==> src/rtl/reg_access_ctrl.sv <==
// reg_access_ctrl
//   Host-side access controller for a DW-bit select/write register. Host
//   commands are buffered in a DEPTH-entry FIFO. Each command becomes a
//   one-cycle sel/wr access on the register port. Read data is returned
//   over a valid/ready response channel.
//
// Ports
//   clk, rstn                  clock, async active-low reset
//   cmd_valid/cmd_ready        host command handshake (cmd_ready = !full)
//   cmd_wr, cmd_wdata          command type (1 = write) and write data
//   rsp_valid/rsp_ready        read response handshake
//   rsp_rdata                  read response data
//   reg_sel, reg_wr, reg_wdata registered register-port controls
//   reg_rdata                  combinational register read data
//   busy                       FIFO non-empty or FSM not idle
//   wr_cnt, rd_cnt             wrapping completed-write / read-response counters
module reg_access_ctrl #(
    parameter int DW    = 16,
    parameter int DEPTH = 4,
    parameter int CNT_W = 8
) (
    input  logic             clk,
    input  logic             rstn,
    input  logic             cmd_valid,
    output logic             cmd_ready,
    input  logic             cmd_wr,
    input  logic [DW-1:0]    cmd_wdata,
    output logic             rsp_valid,
    input  logic             rsp_ready,
    output logic [DW-1:0]    rsp_rdata,
    output logic             reg_sel,
    output logic             reg_wr,
    output logic [DW-1:0]    reg_wdata,
    input  logic [DW-1:0]    reg_rdata,
    output logic             busy,
    output logic [CNT_W-1:0] wr_cnt,
    output logic [CNT_W-1:0] rd_cnt
);

    localparam int AW = $clog2(DEPTH);
    localparam int CW = AW + 1;

    typedef struct packed {
        logic          wr;
        logic [DW-1:0] wdata;
    } cmd_t;

    typedef enum logic [1:0] {IDLE, ACCESS, RESP} state_t;

    // ---------------- command FIFO ----------------
    cmd_t          mem [DEPTH];
    logic [AW-1:0] wptr, rptr;
    logic [CW-1:0] count;
    logic          full, empty, push, pop;
    cmd_t          head;

    assign full      = (count == CW'(DEPTH));
    assign empty     = (count == '0);
    assign cmd_ready = !full;
    // Full blocks the push even when a pop happens in the same cycle.
    assign push      = cmd_valid && !full;
    assign head      = mem[rptr];

    always_ff @(posedge clk) begin
        if (push) mem[wptr] <= '{wr: cmd_wr, wdata: cmd_wdata};
    end

    always_ff @(posedge clk or negedge rstn) begin
        if (!rstn) begin
            wptr  <= '0;
            rptr  <= '0;
            count <= '0;
        end else begin
            if (push) wptr <= wptr + 1'b1;
            if (pop)  rptr <= rptr + 1'b1;
            case ({push, pop})
                2'b10:   count <= count + 1'b1;
                2'b01:   count <= count - 1'b1;
                default: count <= count;
            endcase
        end
    end

    // ---------------- access FSM ----------------
    state_t        state, state_n;
    logic          sel_n, wr_n, rspv_n, wr_inc, rd_inc;
    logic [DW-1:0] wdata_n, rspd_n;

    always_comb begin
        state_n = state;
        pop     = 1'b0;
        sel_n   = reg_sel;
        wr_n    = reg_wr;
        wdata_n = reg_wdata;
        rspv_n  = rsp_valid;
        rspd_n  = rsp_rdata;
        wr_inc  = 1'b0;
        rd_inc  = 1'b0;
        case (state)
            IDLE: begin
                if (!empty) begin
                    pop     = 1'b1;
                    sel_n   = 1'b1;
                    wr_n    = head.wr;
                    wdata_n = head.wr ? head.wdata : '0;
                    state_n = ACCESS;
                end
            end
            ACCESS: begin
                if (reg_wr) begin
                    wr_inc = 1'b1;
                    // Chain the next queued command directly so that
                    // back-to-back writes sustain one access per cycle.
                    if (!empty) begin
                        pop     = 1'b1;
                        sel_n   = 1'b1;
                        wr_n    = head.wr;
                        wdata_n = head.wr ? head.wdata : '0;
                    end else begin
                        sel_n   = 1'b0;
                        wr_n    = 1'b0;
                        wdata_n = '0;
                        state_n = IDLE;
                    end
                end else begin
                    // reg_rdata is valid only while sel=1/wr=0, i.e. now.
                    rspd_n  = reg_rdata;
                    rspv_n  = 1'b1;
                    sel_n   = 1'b0;
                    wr_n    = 1'b0;
                    wdata_n = '0;
                    state_n = RESP;
                end
            end
            RESP: begin
                // No new access until the response is taken, so it can
                // never be overwritten.
                if (rsp_ready) begin
                    rspv_n  = 1'b0;
                    rd_inc  = 1'b1;
                    state_n = IDLE;
                end
            end
            default: state_n = IDLE;
        endcase
    end

    always_ff @(posedge clk or negedge rstn) begin
        if (!rstn) begin
            state     <= IDLE;
            reg_sel   <= 1'b0;
            reg_wr    <= 1'b0;
            reg_wdata <= '0;
            rsp_valid <= 1'b0;
            rsp_rdata <= '0;
            wr_cnt    <= '0;
            rd_cnt    <= '0;
        end else begin
            state     <= state_n;
            reg_sel   <= sel_n;
            reg_wr    <= wr_n;
            reg_wdata <= wdata_n;
            rsp_valid <= rspv_n;
            rsp_rdata <= rspd_n;
            if (wr_inc) wr_cnt <= wr_cnt + 1'b1;
            if (rd_inc) rd_cnt <= rd_cnt + 1'b1;
        end
    end

    assign busy = !empty || (state != IDLE);

endmodule

==> config.mk <==
export PLATFORM = sky130hd
export DESIGN_NAME = reg_access_ctrl
export DESIGN_NICKNAME = d
export VERILOG_FILES = /design/src/rtl/reg_access_ctrl.sv
export SDC_FILE = /design/constraint.sdc
export NUM_CORES = 1
export LEC_CHECK = 0
export ABC_AREA = 1
export CELL_PAD_IN_SITES_DETAIL_PLACEMENT = 0
export CELL_PAD_IN_SITES_GLOBAL_PLACEMENT = 2
export CORE_UTILIZATION = 33
export DETAILED_ROUTE_END_ITERATION = 6
export PLACE_DENSITY_LB_ADDON = 0.12
export SLEW_MARGIN = 20
export SYNTH_ARGS = -nofsm -noshare
export SYNTH_HDL_FRONTEND = slang
export SYNTH_SLANG_ARGS = --single-unit
==> constraint.sdc <==
create_clock -name clk -period 2.3 [get_ports clk]
set_input_delay 0.46 -clock clk [delete_from_list [all_inputs] [get_ports clk]]
set_output_delay 0.46 -clock clk [all_outputs]
set_load 0.03 [all_outputs]
==> results of run 1 <==
-- sequential cells by signal (all words and copies together) (netlist names) --
register / cells
count: 3
rsp_rdata: 16
reg_sel: 1
mem: 68
reg_wdata: 16
rd_cnt: 8
rsp_valid: 1
wr_cnt: 8
reg_wr: 1
wptr: 2
state: 2
rptr: 2
-- critical path: cells and delay by family, from the launching register on --
kind                   cells  cell delay, ns
buffers and inverters      2            0.78
DFF                        1            0.35
and+or+nand+nor            1            0.12
-- final cells by class --
type                       count  area [um^2]
fill                        1513         8771
tap                          216        270.3
inverter                     118        442.9
clock buffer                  20        456.7
sequential                   128         3543
timing repair buffer         102         1045
clock inverter                12        110.1
multi-input combinational    309         1419
-- synthesized netlist by cell type --
master    instances
xor2_1            7
nor2_2            1
edfxtp_1         68
or2_2             1
nand4_1           3
nand3_1          64
a21oi_1           2
xnor2_1           3
nand2_2           1
o21ai_0          18
inv_2             1
clkinv_1          1
inv_1           116
fa_1              1
ha_1              7
buf_2             9
nand3b_1          1
o31ai_1           1
dfrtp_1          60
buf_4             1
nand2_1         182
o21ai_1           1
clkbuf_1          8
nor2_1           15
o22ai_1           1
-- metrics by stage --
stage	instances	util (%)	power (W)
floorplan	573	-	0.005805
global placement	873	41.86	0.007249
detailed placement	873	41.86	0.007302
CTS	905	45.38	0.009887
global route	905	45.38	0.01044
finish	905	45.38	0.009710
-- cells in the final DEF, fill, tap and decap left out, types with 3 or more instances in the layout --
cell             instances
buf_4                    8
clkbuf_16               17
nor2_1                  15
buf_12                   5
ha_1                     7
xnor2_1                  3
nand3_1                 64
inv_1                  116
nand4_1                  3
edfxtp_1                68
xor2_1                   7
dfrtp_1                 60
clkdlybuf4s50_1         87
clkinv_2                 3
clkinvlp_4               4
nand2_1                182
o21ai_0                 18
-- cells by family (layout without fill, tap and decap cells) --
kind of cell	Yosys count	in the layout	share of synthesized area [%]
and+or+nand+nor	268	268	20.13
AOI/OAI and AO/OA	23	23	2.166
DFF	128	128	64.57
xor gates and xnor gates	10	10	1.596
buffers and inverters	136	252	9.576
adders and majority gates	8	8	1.961
-- report_power, final --
part           internal, W  leakage [nW]  switching, W  total (W)
clock network      0.00154         0.269      0.000996    0.00254
registers          0.00308          1.38      0.000351    0.00343
logic              0.00136          1.78       0.00238    0.00374
total              0.00598          3.43       0.00373    0.00971
-- routing by layer --
metal,vias to the layer above,part of all wire [%],GRT usage (%)
li1,1986,-,-
met5,-,0,0
met3,16,2.8,3.827
met1,1796,46,18.76
met2,59,50,26.30
met4,0,1.8,6.491
-- worst min-delay path by stage --
stage	to	slack (ns)	cells past startpoint	start
final	reg_wdata[1]	0.05	2	rstn
after global routing	reg_wdata[1]	0.07	2	rstn
after CTS	reg_wdata[6]	0.05	2	rstn
after detailed placement	rsp_valid	0.46	2	rsp_valid
after global placement	rsp_valid	0.46	2	rsp_valid
after floorplan	count[0]	0.16	0	rstn
==> results.toml, run 1 <==
[status]
outcome = "finished, final reports clean"

[cts]
cts-root-buf = "clkbuf_16"
clkSlewWorstSetupHoldPaths_ns = 0.06
post-cts-setup-buffer-count = 0
numCtsBuffers = 17
cts.sinks = 128
cts_tree = "yes"
cts_max_path_buffers = 2
clock_latency_ns = 0.42
cts_hold_buf = 0
ctsResizeCount = 1
cts_htree_levels = 4

[yosys]
yosys.area.top_type_share_pct = 37.21
yosysWarnings = 0
synth_seq_area_share_pct = 64.57
yosys.area.top_type = "edfxtp_1"
synthTopCellsByArea = "edfxtp_1 (37%), dfrtp_1 (27%), nand2_1 (12%)"
ys_ff_latch = 128
syn_inst = 573
syn_avg_cell_area_um2 = 9.577
syn_nets = 618
synth_area_mm2 = 0.005488
ys_types = 25

[global_route]
grt_max_degree = 61
grt_overflow = 0
grt_pass1_wl_mm = 19.51
antenna_found_initial = 0
grt_pass1_vias = 3814
grtUsageTotal_pct = 15.48

[sta]
setup_slack_ns = 0.1766
whs_ns = 0.05386
fin_worst_skew_ns = 0.009115
finalMaxSlewViolations = 0
setup_viol = 0
max_freq_mhz = 470.9
rsz0062_at_grt = "false"
hold_violations = 0
worstMarginPinSlew_ns = 0.5328
fin_setup_tns_ns = 0
final_min_period_over_clock_period_pct = 92.32
period_minus_slack_ns = 2.123
slew_headroom_pct = 64.44

[worst_hold_path]
hold_path_class = "in2async"

[floorplan]
core_mm2 = 0.01606
io_pins = 90
dieHeight_um = 131.0
dieWidth_um = 131.0
rows = 46
dieArea_mm2 = 0.01715
start_util_pct = 34.17

[place]
dp_worst_setup_slack_ns = 0.1048
portBuffers = 89
place_congestion = 0.7702
placed_area_mm2 = 0.006721
dp_hpwl_mm = 7.978

[critical_path]
critical-path-slowest-cell = "clkdlybuf4s50_1"
crit_arrival_ns = 1.66
reg2reg_from = "state[1]"
rrSetupSlack_ns = 0.19
reg2reg_depth = 9
endpoint_kind = "primary output"
worstSetupStartpoint = "count[0]"
r2r-end = "count[2]"
cp_slowest_stage_delay_ns = 0.69
path_cells = "inv_1 -> nand3_1 -> clkdlybuf4s50_1"
path_max_fanout = 3
critPathKind = "reg2out"
cp_data_required_time_ns = 1.84
cp-start-kind = "register"
critPathCapture = "cmd_ready"

[drt]
wire_per_inst_um = 13.19
vias_per_cell = 4.262
vias = 3857
ant_nets = 0
routed_wl_mm = 11.94
drt_iter0_drc = 160
drt_pass1_iterations = 4
drc = 0

[power_and_ir_drop]
powerDensity_mw_per_mm2 = 1333
ir_worst_vdd_mv = 0.6535
leakage_nw = 3.431

[cells_and_area]
n_antenna_cell = 0
nets = 721
drive_above_1_share_pct = 7.112
syn2layout_area_growth_pct = 32.79
stdcell_area_mm2 = 0.007287

[run]
max_cap_viol_count = 0
Note: power is estimated with default switching activity, not from simulation.
==> inputs of run 2 (changes only) <==
CORE_UTILIZATION = 36   (was 33)
SLEW_MARGIN = unset   (was 20)
clock period = 2.6 ns   (was 2.3 ns; I/O delays follow)
==> results.toml, run 2 (same netlist as run 1, synthesis figures left out) <==
[status]
outcome = "finished with violations"
failed_checks = "design-rule violations"

[power_and_ir_drop]
pwr-share-clk_pct = 27.0
ir_worst_vdd_mv = 0.6567
switching_share_pct = 38.20
powerDensity_mw_per_mm2 = 1194
p_sw_w = 0.003296
p_comb_share_pct = 38.1
p_int_w = 0.005330
leakage_nw = 3.423
seq_power_share_pct = 35.0

[cts]
cts_htree_levels = 4
ctsResizeCount = 0
cts_tree = "yes"
clock_latency_ns = 0.41
cts_hold_buf = 0
numCtsBuffers = 17
cts_max_path_buffers = 2
post-cts-setup-buffer-count = 0
cts.sinks = 128
clkSlewWorstSetupHoldPaths_ns = 0.06
cts-root-buf = "clkbuf_16"

[global_route]
grt_overflow = 0
antenna_found_initial = 0
grt_pass1_wl_mm = 19.18
grt_pass1_vias = 3802
grt_max_degree = 61
grtUsageTotal_pct = 16.14

[place]
dp_hpwl_mm = 7.607
placed_cells = 840
portBuffers = 89
place_congestion = 0.7182

[sta]
fin_worst_skew_ns = 0.009219
final_min_period_over_clock_period_pct = 90.28
max_freq_mhz = 426.0
finalMaxSlewViolations = 0
worstMarginPinSlew_ns = 0.5704
setup_viol = 0
slew_headroom_pct = 61.93
rsz0062_at_grt = "false"
period_minus_slack_ns = 2.347
hold_violations = 0
fin_setup_tns_ns = 0

[critical_path]
path_buf_inv = 3
endpoint_kind = "primary output"
rrSetupSlack_ns = 0.51
crit_family = "buffers and inverters"
r2r-end = "count[2]"
crit_top_cell = "inv_1"
critical-path-slowest-cell = "clkdlybuf4s50_1"
cp-start-kind = "register"
cp_data_required_time_ns = 2.08
cp_slowest_stage_delay_ns = 0.60
critPathCapture = "busy"
worstSetupStartpoint = "count[0]"
cp.depth = 5
crit_arrival_ns = 1.83
path_cells = "inv_1 -> nand3_1 -> inv_1 -> nand2_1 -> clkdlybuf4s50_1"
reg2reg_from = "state[1]"
reg2reg_depth = 9
critPathKind = "reg2out"
path_max_fanout = 4

[floorplan]
dieHeight_um = 125.5
dieWidth_um = 125.5
dieArea_mm2 = 0.01574
rows = 44
start_util_pct = 37.33
core_mm2 = 0.01470
io_pins = 90

[cells_and_area]
top_regs = "mem (68), reg_wdata (16), rsp_rdata (16)"
stdcell_count = 872
n_antenna_cell = 0
largest_reg_flops = 68
nets = 720
final_cell_mix = "nand2_1 (182), inv_1 (116), clkdlybuf4s50_1 (88)"
fillers = 1358
regMostFlops = "mem"
syn2layout_area_growth_pct = 31.60
seq_area_mm2 = 0.003543
final_common_cell = "nand2_1"
multi_input_area_mm2 = 0.001419
drive_above_1_share_pct = 7.122

[drt]
drc = 6
vias_per_cell = 4.454
vias = 3884
drt_pass1_iterations = 6
routed_wl_mm = 11.61
wire_per_inst_um = 13.31
ant_nets = 0
drt_iter0_drc = 128

[worst_hold_path]
hold_path_class = "in2async"

[run]
max_cap_viol_count = 0
run 2: cell types whose count changed in the layout (fill, tap and decap cells not counted), sizes merged:
cell	delta
buf	-1
bufinv	+1
clkbuf	-2
clkdlybuf4s50	+1
clkinv	-1
clkinvlp	+1
dlygate4sd2	-1
inv	+1
run 2: worst min-delay path by stage:
stage	slack (ns)	startpoint	cells past startpoint	end
6_report	0.11	rstn	2	reg_wdata[2]
4_1_cts	0.11	rstn	2	reg_wdata[2]
3_3_place_gp	0.46	rsp_valid	2	rsp_valid
3_5_place_dp	0.47	rsp_valid	2	rsp_valid
5_1_grt	0.13	rstn	2	reg_wdata[5]
2_1_floorplan	0.22	rstn	0	count[0]
run 2: worst reg2reg max path, cell delays in order (launching register included):
cell     delay (ns)
dfrtp_1        0.39
inv_1          0.15
o21ai_1        0.13
nor2_1         0.20
ha_1           0.17
inv_1          0.07
fa_1           0.39
or2_2          0.31
nand2_1        0.08
xor2_1         0.14
run 2: power groups by stage:
| stage | clock network, W | logic [W] | registers, W |
|---|---|---|---|
| finish | 0.00233 | 0.00328 | 0.00302 |
| floorplan | 0 | 0.00163 | 0.00351 |
| global placement | 0 | 0.00329 | 0.00304 |
| global route | 0.00249 | 0.00365 | 0.00309 |
| CTS | 0.00240 | 0.00336 | 0.00302 |
| detailed placement | 0 | 0.00334 | 0.00306 |
run 2: area by class of cell:
| cell class | instances | area share, % |
|---|---|---|
| multi-input combinational | 309 | 19.65 |
| clock buffer | 18 | 6.081 |
| clock inverter | 14 | 2.200 |
| inverter | 118 | 6.133 |
| sequential | 128 | 49.06 |
| timing repair buffer | 101 | 13.69 |
| tap | 184 | 3.188 |
run 2: per-layer routing:
layer	share of wire, %	track usage, %	wire, um	vias up
met5	0	0	0	-
met4	1.6	6.887	184	0
met3	5.3	4.407	612	12
met2	49	27.35	5673	89
met1	44	19.27	5136	1806
li1	-	-	-	1977
run 2: stage by stage:
stage / instance area (um^2) / power, W / util, % / setup slack (ns) / hold WS, ns
after floorplan: 5488 / 0.005135 / - / 0.3747 / 0.2244
after global placement: 6624 / 0.006336 / 45.06 / 0.4162 / 0.4611
after detailed placement: 6624 / 0.006399 / 45.06 / 0.3829 / 0.4660
after CTS: 7222 / 0.008776 / 49.13 / 0.2127 / 0.1070
after global routing: 7222 / 0.009228 / 49.13 / 0.1293 / 0.1251
final: 7222 / 0.008626 / 49.13 / 0.2528 / 0.1077
